<file path="src/rtl/mux_tree_pipe_pkg.sv">
// Shared sizing helpers for the pipelined mux tree: input count, stage count
// and how many words survive each pipeline stage.
package mux_tree_pipe_pkg;

    function automatic int unsigned num_in_f(input int unsigned sel_bits);
        return 32'd1 << sel_bits;
    endfunction

    // A zero level count is rejected by the top; return 1 so elaboration reaches that check.
    function automatic int unsigned nstg_f(input int unsigned sel_bits, input int unsigned lvls);
        if (lvls == 32'd0) begin
            return 32'd1;
        end else begin
            return (sel_bits + lvls - 32'd1) / lvls;
        end
    endfunction

    function automatic int unsigned lvls_before(input int unsigned s, input int unsigned sel_bits,
                                                input int unsigned lvls);
        if (s * lvls > sel_bits) begin
            return sel_bits;
        end else begin
            return s * lvls;
        end
    endfunction

    function automatic int unsigned words_after(input int unsigned s, input int unsigned sel_bits,
                                                input int unsigned lvls);
        return 32'd1 << (sel_bits - lvls_before(s + 32'd1, sel_bits, lvls));
    endfunction

    localparam int unsigned DEF_WIDTH          = 32'd16;
    localparam int unsigned DEF_SEL_BITS       = 32'd4;
    localparam int unsigned DEF_LVLS_PER_STAGE = 32'd2;
    localparam int unsigned NUM_IN             = num_in_f(DEF_SEL_BITS);
    localparam int unsigned NSTG               = nstg_f(DEF_SEL_BITS, DEF_LVLS_PER_STAGE);

endpackage

</file>
<file path="src/rtl/mux_tree_stage.sv">
// One pipeline stage of the mux tree: LEVELS levels of 2:1 reduction feeding a
// valid/data/sel register with its own local ready.
module mux_tree_stage
    import mux_tree_pipe_pkg::*;
#(
    parameter int unsigned WIDTH    = 16,
    parameter int unsigned SEL_BITS = 4,
    parameter int unsigned IN_WORDS = 16,
    parameter int unsigned LEVELS   = 2,
    parameter int unsigned LVL_BASE = 0
) (
    input  logic                                   clk,
    input  logic                                   reset,
    input  logic                                   up_valid,
    output logic                                   up_ready,
    input  logic [IN_WORDS*WIDTH-1:0]              up_data,
    input  logic [SEL_BITS-1:0]                    up_sel,
    output logic                                   dn_valid,
    input  logic                                   dn_ready,
    output logic [(IN_WORDS >> LEVELS)*WIDTH-1:0]  dn_data,
    output logic [SEL_BITS-1:0]                    dn_sel
);

    localparam int unsigned OUT_WORDS = IN_WORDS >> LEVELS;

    logic                         valid_r;
    logic [OUT_WORDS*WIDTH-1:0]   data_r;
    logic [SEL_BITS-1:0]          sel_r;
    logic                         ready_s;
    logic [OUT_WORDS*WIDTH-1:0]   reduced_s;

    // Level l halves the word count using the global select bit LVL_BASE+l-1.
    for (genvar l = 0; l <= LEVELS; l++) begin : g_lvl
        localparam int unsigned NW = IN_WORDS >> l;
        logic [NW*WIDTH-1:0] word_s;
        if (l == 0) begin : g_leaf
            assign word_s = up_data;
        end else begin : g_red
            for (genvar j = 0; j < NW; j++) begin : g_mux
                assign word_s[j*WIDTH +: WIDTH] = up_sel[LVL_BASE + l - 1]
                    ? g_lvl[l-1].word_s[(2*j+1)*WIDTH +: WIDTH]
                    : g_lvl[l-1].word_s[(2*j)*WIDTH +: WIDTH];
            end
        end
    end

    assign reduced_s = g_lvl[LEVELS].word_s;
    assign ready_s   = ~valid_r | dn_ready;

    // Stage register: loads whenever empty or draining; otherwise holds bit-exact.
    always_ff @(posedge clk) begin
        if (reset) begin
            valid_r <= 1'b0;
            data_r  <= {(OUT_WORDS*WIDTH){1'b0}};
            sel_r   <= {SEL_BITS{1'b0}};
        end else if (ready_s) begin
            valid_r <= up_valid;
            if (up_valid) begin
                data_r <= reduced_s;
                sel_r  <= up_sel;
            end
        end
    end

    assign up_ready = ready_s;
    assign dn_valid = valid_r;
    assign dn_data  = data_r;
    assign dn_sel   = sel_r;

endmodule

</file>
<file path="src/rtl/mux_tree_pipe.sv">
// Pipelined N-to-1 mux tree with valid/ready handshake; the select rides
// along with its data so stalls never mix requests.
module mux_tree_pipe
    import mux_tree_pipe_pkg::*;
#(
    parameter int unsigned WIDTH          = 16,
    parameter int unsigned SEL_BITS       = 4,
    parameter int unsigned LVLS_PER_STAGE = 2
) (
    input  logic                                 clk,
    input  logic                                 reset,
    input  logic                                 in_valid,
    output logic                                 in_ready,
    input  logic [num_in_f(SEL_BITS)*WIDTH-1:0]  data_in,
    input  logic [SEL_BITS-1:0]                  sel,
    output logic                                 out_valid,
    input  logic                                 out_ready,
    output logic [WIDTH-1:0]                     data_out,
    output logic [SEL_BITS-1:0]                  out_sel
);

    localparam int unsigned NUM_INPUTS = num_in_f(SEL_BITS);
    localparam int unsigned N_STG      = nstg_f(SEL_BITS, LVLS_PER_STAGE);

    if ((LVLS_PER_STAGE < 32'd1) || (LVLS_PER_STAGE > SEL_BITS)) begin : g_bad_lvls
        $error("mux_tree_pipe: LVLS_PER_STAGE must lie in 1..SEL_BITS");
    end

    // Each stage gets its own link signals so the ready chain never loops through one vector.
    for (genvar s = 0; s < N_STG; s++) begin : g_stg
        localparam int unsigned BASE = lvls_before(s, SEL_BITS, LVLS_PER_STAGE);
        localparam int unsigned NLV  = lvls_before(s + 1, SEL_BITS, LVLS_PER_STAGE) - BASE;
        localparam int unsigned WIN  = NUM_INPUTS >> BASE;
        localparam int unsigned WOUT = WIN >> NLV;

        logic                    up_valid_s;
        logic                    up_ready_s;
        logic [WIN*WIDTH-1:0]    up_data_s;
        logic [SEL_BITS-1:0]     up_sel_s;
        logic                    dn_valid_s;
        logic                    dn_ready_s;
        logic [WOUT*WIDTH-1:0]   dn_data_s;
        logic [SEL_BITS-1:0]     dn_sel_s;

        if (s == 0) begin : g_head
            assign up_valid_s = in_valid;
            assign up_data_s  = data_in;
            assign up_sel_s   = sel;
        end else begin : g_link
            assign up_valid_s = g_stg[s-1].dn_valid_s;
            assign up_data_s  = g_stg[s-1].dn_data_s;
            assign up_sel_s   = g_stg[s-1].dn_sel_s;
        end

        if (s == N_STG - 1) begin : g_tail
            assign dn_ready_s = out_ready;
        end else begin : g_mid
            assign dn_ready_s = g_stg[s+1].up_ready_s;
        end

        mux_tree_stage #(
            .WIDTH    (WIDTH),
            .SEL_BITS (SEL_BITS),
            .IN_WORDS (WIN),
            .LEVELS   (NLV),
            .LVL_BASE (BASE)
        ) u_stage (
            .clk      (clk),
            .reset    (reset),
            .up_valid (up_valid_s),
            .up_ready (up_ready_s),
            .up_data  (up_data_s),
            .up_sel   (up_sel_s),
            .dn_valid (dn_valid_s),
            .dn_ready (dn_ready_s),
            .dn_data  (dn_data_s),
            .dn_sel   (dn_sel_s)
        );
    end

    assign in_ready  = g_stg[0].up_ready_s;
    assign out_valid = g_stg[N_STG-1].dn_valid_s;
    assign data_out  = g_stg[N_STG-1].dn_data_s;
    assign out_sel   = g_stg[N_STG-1].dn_sel_s;

endmodule

</file>
<file path="config.mk">
export PLATFORM = sky130hd
export DESIGN_NAME = mux_tree_pipe
export DESIGN_NICKNAME = d
export VERILOG_FILES = /design/src/rtl/mux_tree_pipe_pkg.sv /design/src/rtl/mux_tree_stage.sv /design/src/rtl/mux_tree_pipe.sv
export SDC_FILE = /design/constraint.sdc
export NUM_CORES = 1
export LEC_CHECK = 0
export CORE_AREA = 2 2 109 137
export CTS_CLUSTER_DIAMETER = 50
export DETAILED_ROUTE_END_ITERATION = 7
export DIE_AREA = 0 0 111 139
export PLACE_DENSITY = 0.86
export SLEW_MARGIN = 25
export SYNTH_ARGS = -nofsm -noshare
export SYNTH_HDL_FRONTEND = slang
export SYNTH_SLANG_ARGS = --single-unit
</file>
<file path="constraint.sdc">
create_clock -name clk -period 1.4 [get_ports clk]
set_input_delay 0.21 -clock clk [delete_from_list [all_inputs] [get_ports clk]]
set_output_delay 0.21 -clock clk [all_outputs]
set_load 0.03 [all_outputs]
</file>
* Yosys cells after proc, flatten, opt, wreduce, memory -nomap -nowiden *
Index checks and enable logic that the tools add are counted.

cells by class
  $add $sub $neg = 0
  multipliers = 0
  div/mod/pow operators = 0
  order comparisons = 0
  equality and inequality tests = 0
  shifts and indexed selects = 0
  mux-type cells = 15
  bitwise operators = 4
  reductions and logical operators = 2

operators by type and width
  operator          number
  $mux 16           15
  $reduce_and 2->1  2
  $not 1->1         2
  $or 1x1->1        2

storage, ports and cells
  bits in registers = 90
  latch bits = 0
  RAM bits = 0
  memory bits (read-only) = 0
  input port bits = 264
  output and inout bits = 22
  logic and storage cells = 27
  memories kept = 0

* Logic depth before layout (Yosys ltp) *
  word-level depth = 4
  gate-level depth with buffers = 6
  gate-level depth less buffers = 4

* By module *
From an unflattened synthesis, not the netlist that was laid out.

unflattened totals
  cells, all modules = 319
  area total of the unflattened synthesis = 4,823.4 µm²

modules (own cells, without submodules)
  module                              times used  cells each  area an instance (µm²)  sequential area each (µm²)
  mux_tree_stage at g_stg[0].u_stage  1           242         3,701.0                 1,381.3
  mux_tree_stage at g_stg[1].u_stage  1           77          1,122.3                 420.4

* Least setup slack after synthesis *
OpenSTA, ideal clock, no wires.

  kind = register to register
  from = reg g_stg[1].u_stage.valid_r
  to = reg g_stg[0].u_stage.data_r[0]
  setup time = 0.059 ns
  arrival time = 1.505 ns
  required time = 1.341 ns
  setup slack = -0.164 ns
  stages on the path, launching flop included = 7
  buffers on the path = 2
  period minus slack after synthesis = 1.564 ns
  path through = dfxtp_1 -> and3b_1 -> buf_6 -> inv_6 -> a21oi_4 -> buf_6 -> a22o_1

on the way
  word-level cells in the longest chain between the ends = 4

RTL lines
  element                            line                  RTL
  from (decl)                        mux_tree_stage.sv:26  logic valid_r;
  from (signal assigned)             mux_tree_stage.sv:57  valid_r <= up_valid;
  $not 1->1                          mux_tree_stage.sv:48  assign ready_s = ~valid_r | dn_ready;
  $or 1x1->1 (2 in a row)            mux_tree_stage.sv:48
  named net in_ready                 mux_tree_pipe.sv:13   output logic in_ready,
  $reduce_and 2->1 (no source line)  -
  to (signal assigned)               mux_tree_stage.sv:54  data_r <= {(OUT_WORDS*WIDTH){1'b0}};
  to (signal assigned)               mux_tree_stage.sv:59  data_r <= reduced_s;
  to (decl)                          mux_tree_stage.sv:27  logic [OUT_WORDS*WIDTH-1:0] data_r;

The timed path passes the listed nets, and every way through them passes these cells.
A chain may end at the register's enable or synchronous reset.

* Worst setup path after layout *
  from = reg g_stg[0].u_stage.valid_r
  to = out in_ready

on the way
  word-level cells in the longest chain between the ends = 2

RTL lines
  element                 line
  from (decl)             mux_tree_stage.sv:26
  from (signal assigned)  mux_tree_stage.sv:57
  $not 1->1               mux_tree_stage.sv:48
  $or 1x1->1              mux_tree_stage.sv:48
  to (decl)               mux_tree_pipe.sv:13

No other way between the ends.

==> metrics <==
outcome finished, violations left; violated checks setup timing; DR pass1 iterations 4; fraction of layout cells with a size suffix above 1 0.229; slowest stage cell, crit path dfxtp_2; initial antenna violation count 1; synthesized netlist net count 584; overall global routing resource usage 0.218; largest net degree at the start of global routing 42; Final period util 1.11; DR WL/cell 21.8 um; crit-path max FO 6; RR Startpoint g_stg[0].u_stage.dn_valid; Worst Hold Launch sel[1]; vias in the first global route between 4k and 5k; Max VDD drop 642 uV; Die ar. 15400 sq um; Req. time, crit path 1.19 ns; CTS Buf Count 9; commonest non-fill, non-tap cells in the layout clkdlybuf4s50_1 (261), dfxtp_1 (87), mux4_2 (80), a22o_1 (80), dlygate4sd2_1 (20); Initial Util 0.334; global placement routability congestion 0.849; max-slew violation count 0; CTS tree yes; class of the tightest hold or removal check primary input to flop; Port-buffer cells ~290; Placed Area 7880 sq um; Tmin final approximately 1.6 ns; Starting DRT DRC Count between 200 and 250; main area contributors after synthesis dfxtp_1 (38%), mux4_2 (38%), a22o_1 (15%); multi-input logic area 2720 sq um; Via Count around 4.4k; most used cell, CP buf_6; first-pass GRT wire length 26100 um; Synth area leader dfxtp_1; commonest non-fill, non-tap cell in the layout clkdlybuf4s50_1; RSZ-0062 raised after global routing yes; reg2reg path depth 8; clk_lat worst skew 0.34 ns; Final setup viols 65; Worst setup EP type primary output; row cnt 49; Finished Core Util 0.594; grt ovf 0; Die W 111 um; synthesized cell area 4730 sq um; ANT cells 0; Slew Limit Headroom 0.671; post-synthesis register bit count 90; Critical Path, Cell by Cell buf_6 -> and3b_2 -> inv_6 -> buf_6 -> buf_6; Register Area 1810 sq um; Die Y between 100 and 150 um; Core Area 14200 sq um; post-synthesis cell count 320; H-tree levels 3; number of max-cap violations 0; fin area 8410 sq um; fin nets 880; synthesis-to-layout area growth 77.8%; Sink Count 90; clock skew 0.00716 ns; synth warn 0; WL final between 15000 and 20000 um; fin worst setup slack -0.151 ns; io pins 286; Slew @ Worst Pin 0.492 ns; Synth Area per Inst between 10 and 15 sq um; CTS max path bufs 2; register area share after synthesis 0.381; hold path depth 4; r2r setup slk -0.14 ns; Power Density 848 nW/um^2; Detailed Place HPWL 13500 um; CTS clk-pin slew, worst paths roughly 0.07 ns; Yosys cell types 18; Final Hold Vio Count 0; top cell type's share of synthesized area 0.381; worst hold endpoint g_stg[0].u_stage.dn_sel[1]; clk root buf clkbuf_16; crit path kind flop to primary output; Lkg Pwr 3.19 nW; post-route ant nets 0; fill cell count ~1.1k; Critical Path Start Type flop; worst reg2reg endpoint g_stg[0].u_stage.dn_data[25]; CP max stage delay 0.32 ns; fmax between 600 and 700 MHz; WP data arrival 1.34 ns; total power 7.13 mW; Vias/cell 5.49; DRC viols 0
metrics by stage:
stage / setup TNS, ns / setup WS (ns) / hold slack (ns) / instances
4_1_cts: -11.11 / -0.204 / 0.377 / 795
6_report: -5.94 / -0.151 / 0.383 / 799
2_1_floorplan: 0 / 0.00736 / 0.358 / 320
5_1_grt: -9.85 / -0.201 / 0.417 / 799
3_5_place_dp: -32.23 / -0.577 / 0.463 / 772
3_3_place_gp: -30.07 / -0.508 / 0.456 / 772
Yosys cell counts, drive strengths merged:
cell type   n
dfxtp      90
a22o       80
mux4       80
buf        26
a21oi      12
clkbuf      8
nand3       8
o21ai       8
inv         3
nor3        2
and3b       1
nand2b      1
nor2b       1
report_power, final:
part	switching, mW	internal [mW]	leakage, nW
sequential	0.103	2.73	0.741
clock	1.04	1.39	0.138
combinational	0.583	1.27	2.31
total	1.73	5.40	3.19
cell families after synthesis:
group | after synthesis | share of synthesized area
and+or+nand+nor | 13 | 0.0185
DFF | 90 | 0.381
muxes | 80 | 0.381
buffers and inverters | 37 | 0.0476
AOI/OAI and AO/OA | 100 | 0.172
worst max-delay path by stage:
| stage | startpoint | end | slack (ns) | cells after the start |
|---|---|---|---|---|
| finish | g_stg[0].u_stage.dn_valid | in_ready | -0.15 | 5 |
| global route | g_stg[0].u_stage.dn_valid | in_ready | -0.20 | 5 |
| CTS | g_stg[0].u_stage.dn_valid | g_stg[0].u_stage.dn_data[47] | -0.20 | 7 |
| detailed placement | out_ready | g_stg[1].u_stage.dn_data[14] | -0.58 | 4 |
| global placement | out_ready | g_stg[1].u_stage.dn_data[14] | -0.51 | 4 |
| floorplan | sel[0] | g_stg[0].u_stage.dn_data[0] | 0.007 | 4 |
timing repair:
item | in CTS | in global routing
hold buffers | 0 | 0
resized for setup | 34 | 5
setup buffers | 5 | 3
pin swaps | 8 | 19
setup endpoints to repair | 102 | 80
cloned | 3 | 3
flip-flops by register name (all words and copies together) (netlist names):
register and count:
g_stg.u_stage.dn_data 80, g_stg.u_stage.dn_sel 8, g_stg.u_stage.dn_valid 2
layout make-up:
cell class	count	share of cell area
tap	178	0.0265
inverter	3	0.00193
clock inverter	7	0.00938
timing repair buffer	319	0.396
sequential	90	0.215
multi-input combinational	193	0.324
clock buffer	9	0.0268
layer usage:
layer | GRT usage | routed length (um) | vias up
li1 | - | - | 1970
met1 | 0.262 | 6380 | 2158
met2 | 0.389 | 9210 | 234
met3 | 0.0446 | 1390 | 26
met4 | 0.0750 | 387 | 2
met5 | 0 | 11 | -
critical path, delay by kind of cell (launching register included):
kind,cells,cell delay (ns)
buffers and inverters,4,0.42
DFF,1,0.32
and+or+nand+nor,1,0.25
(Power assumes the default switching activity.)
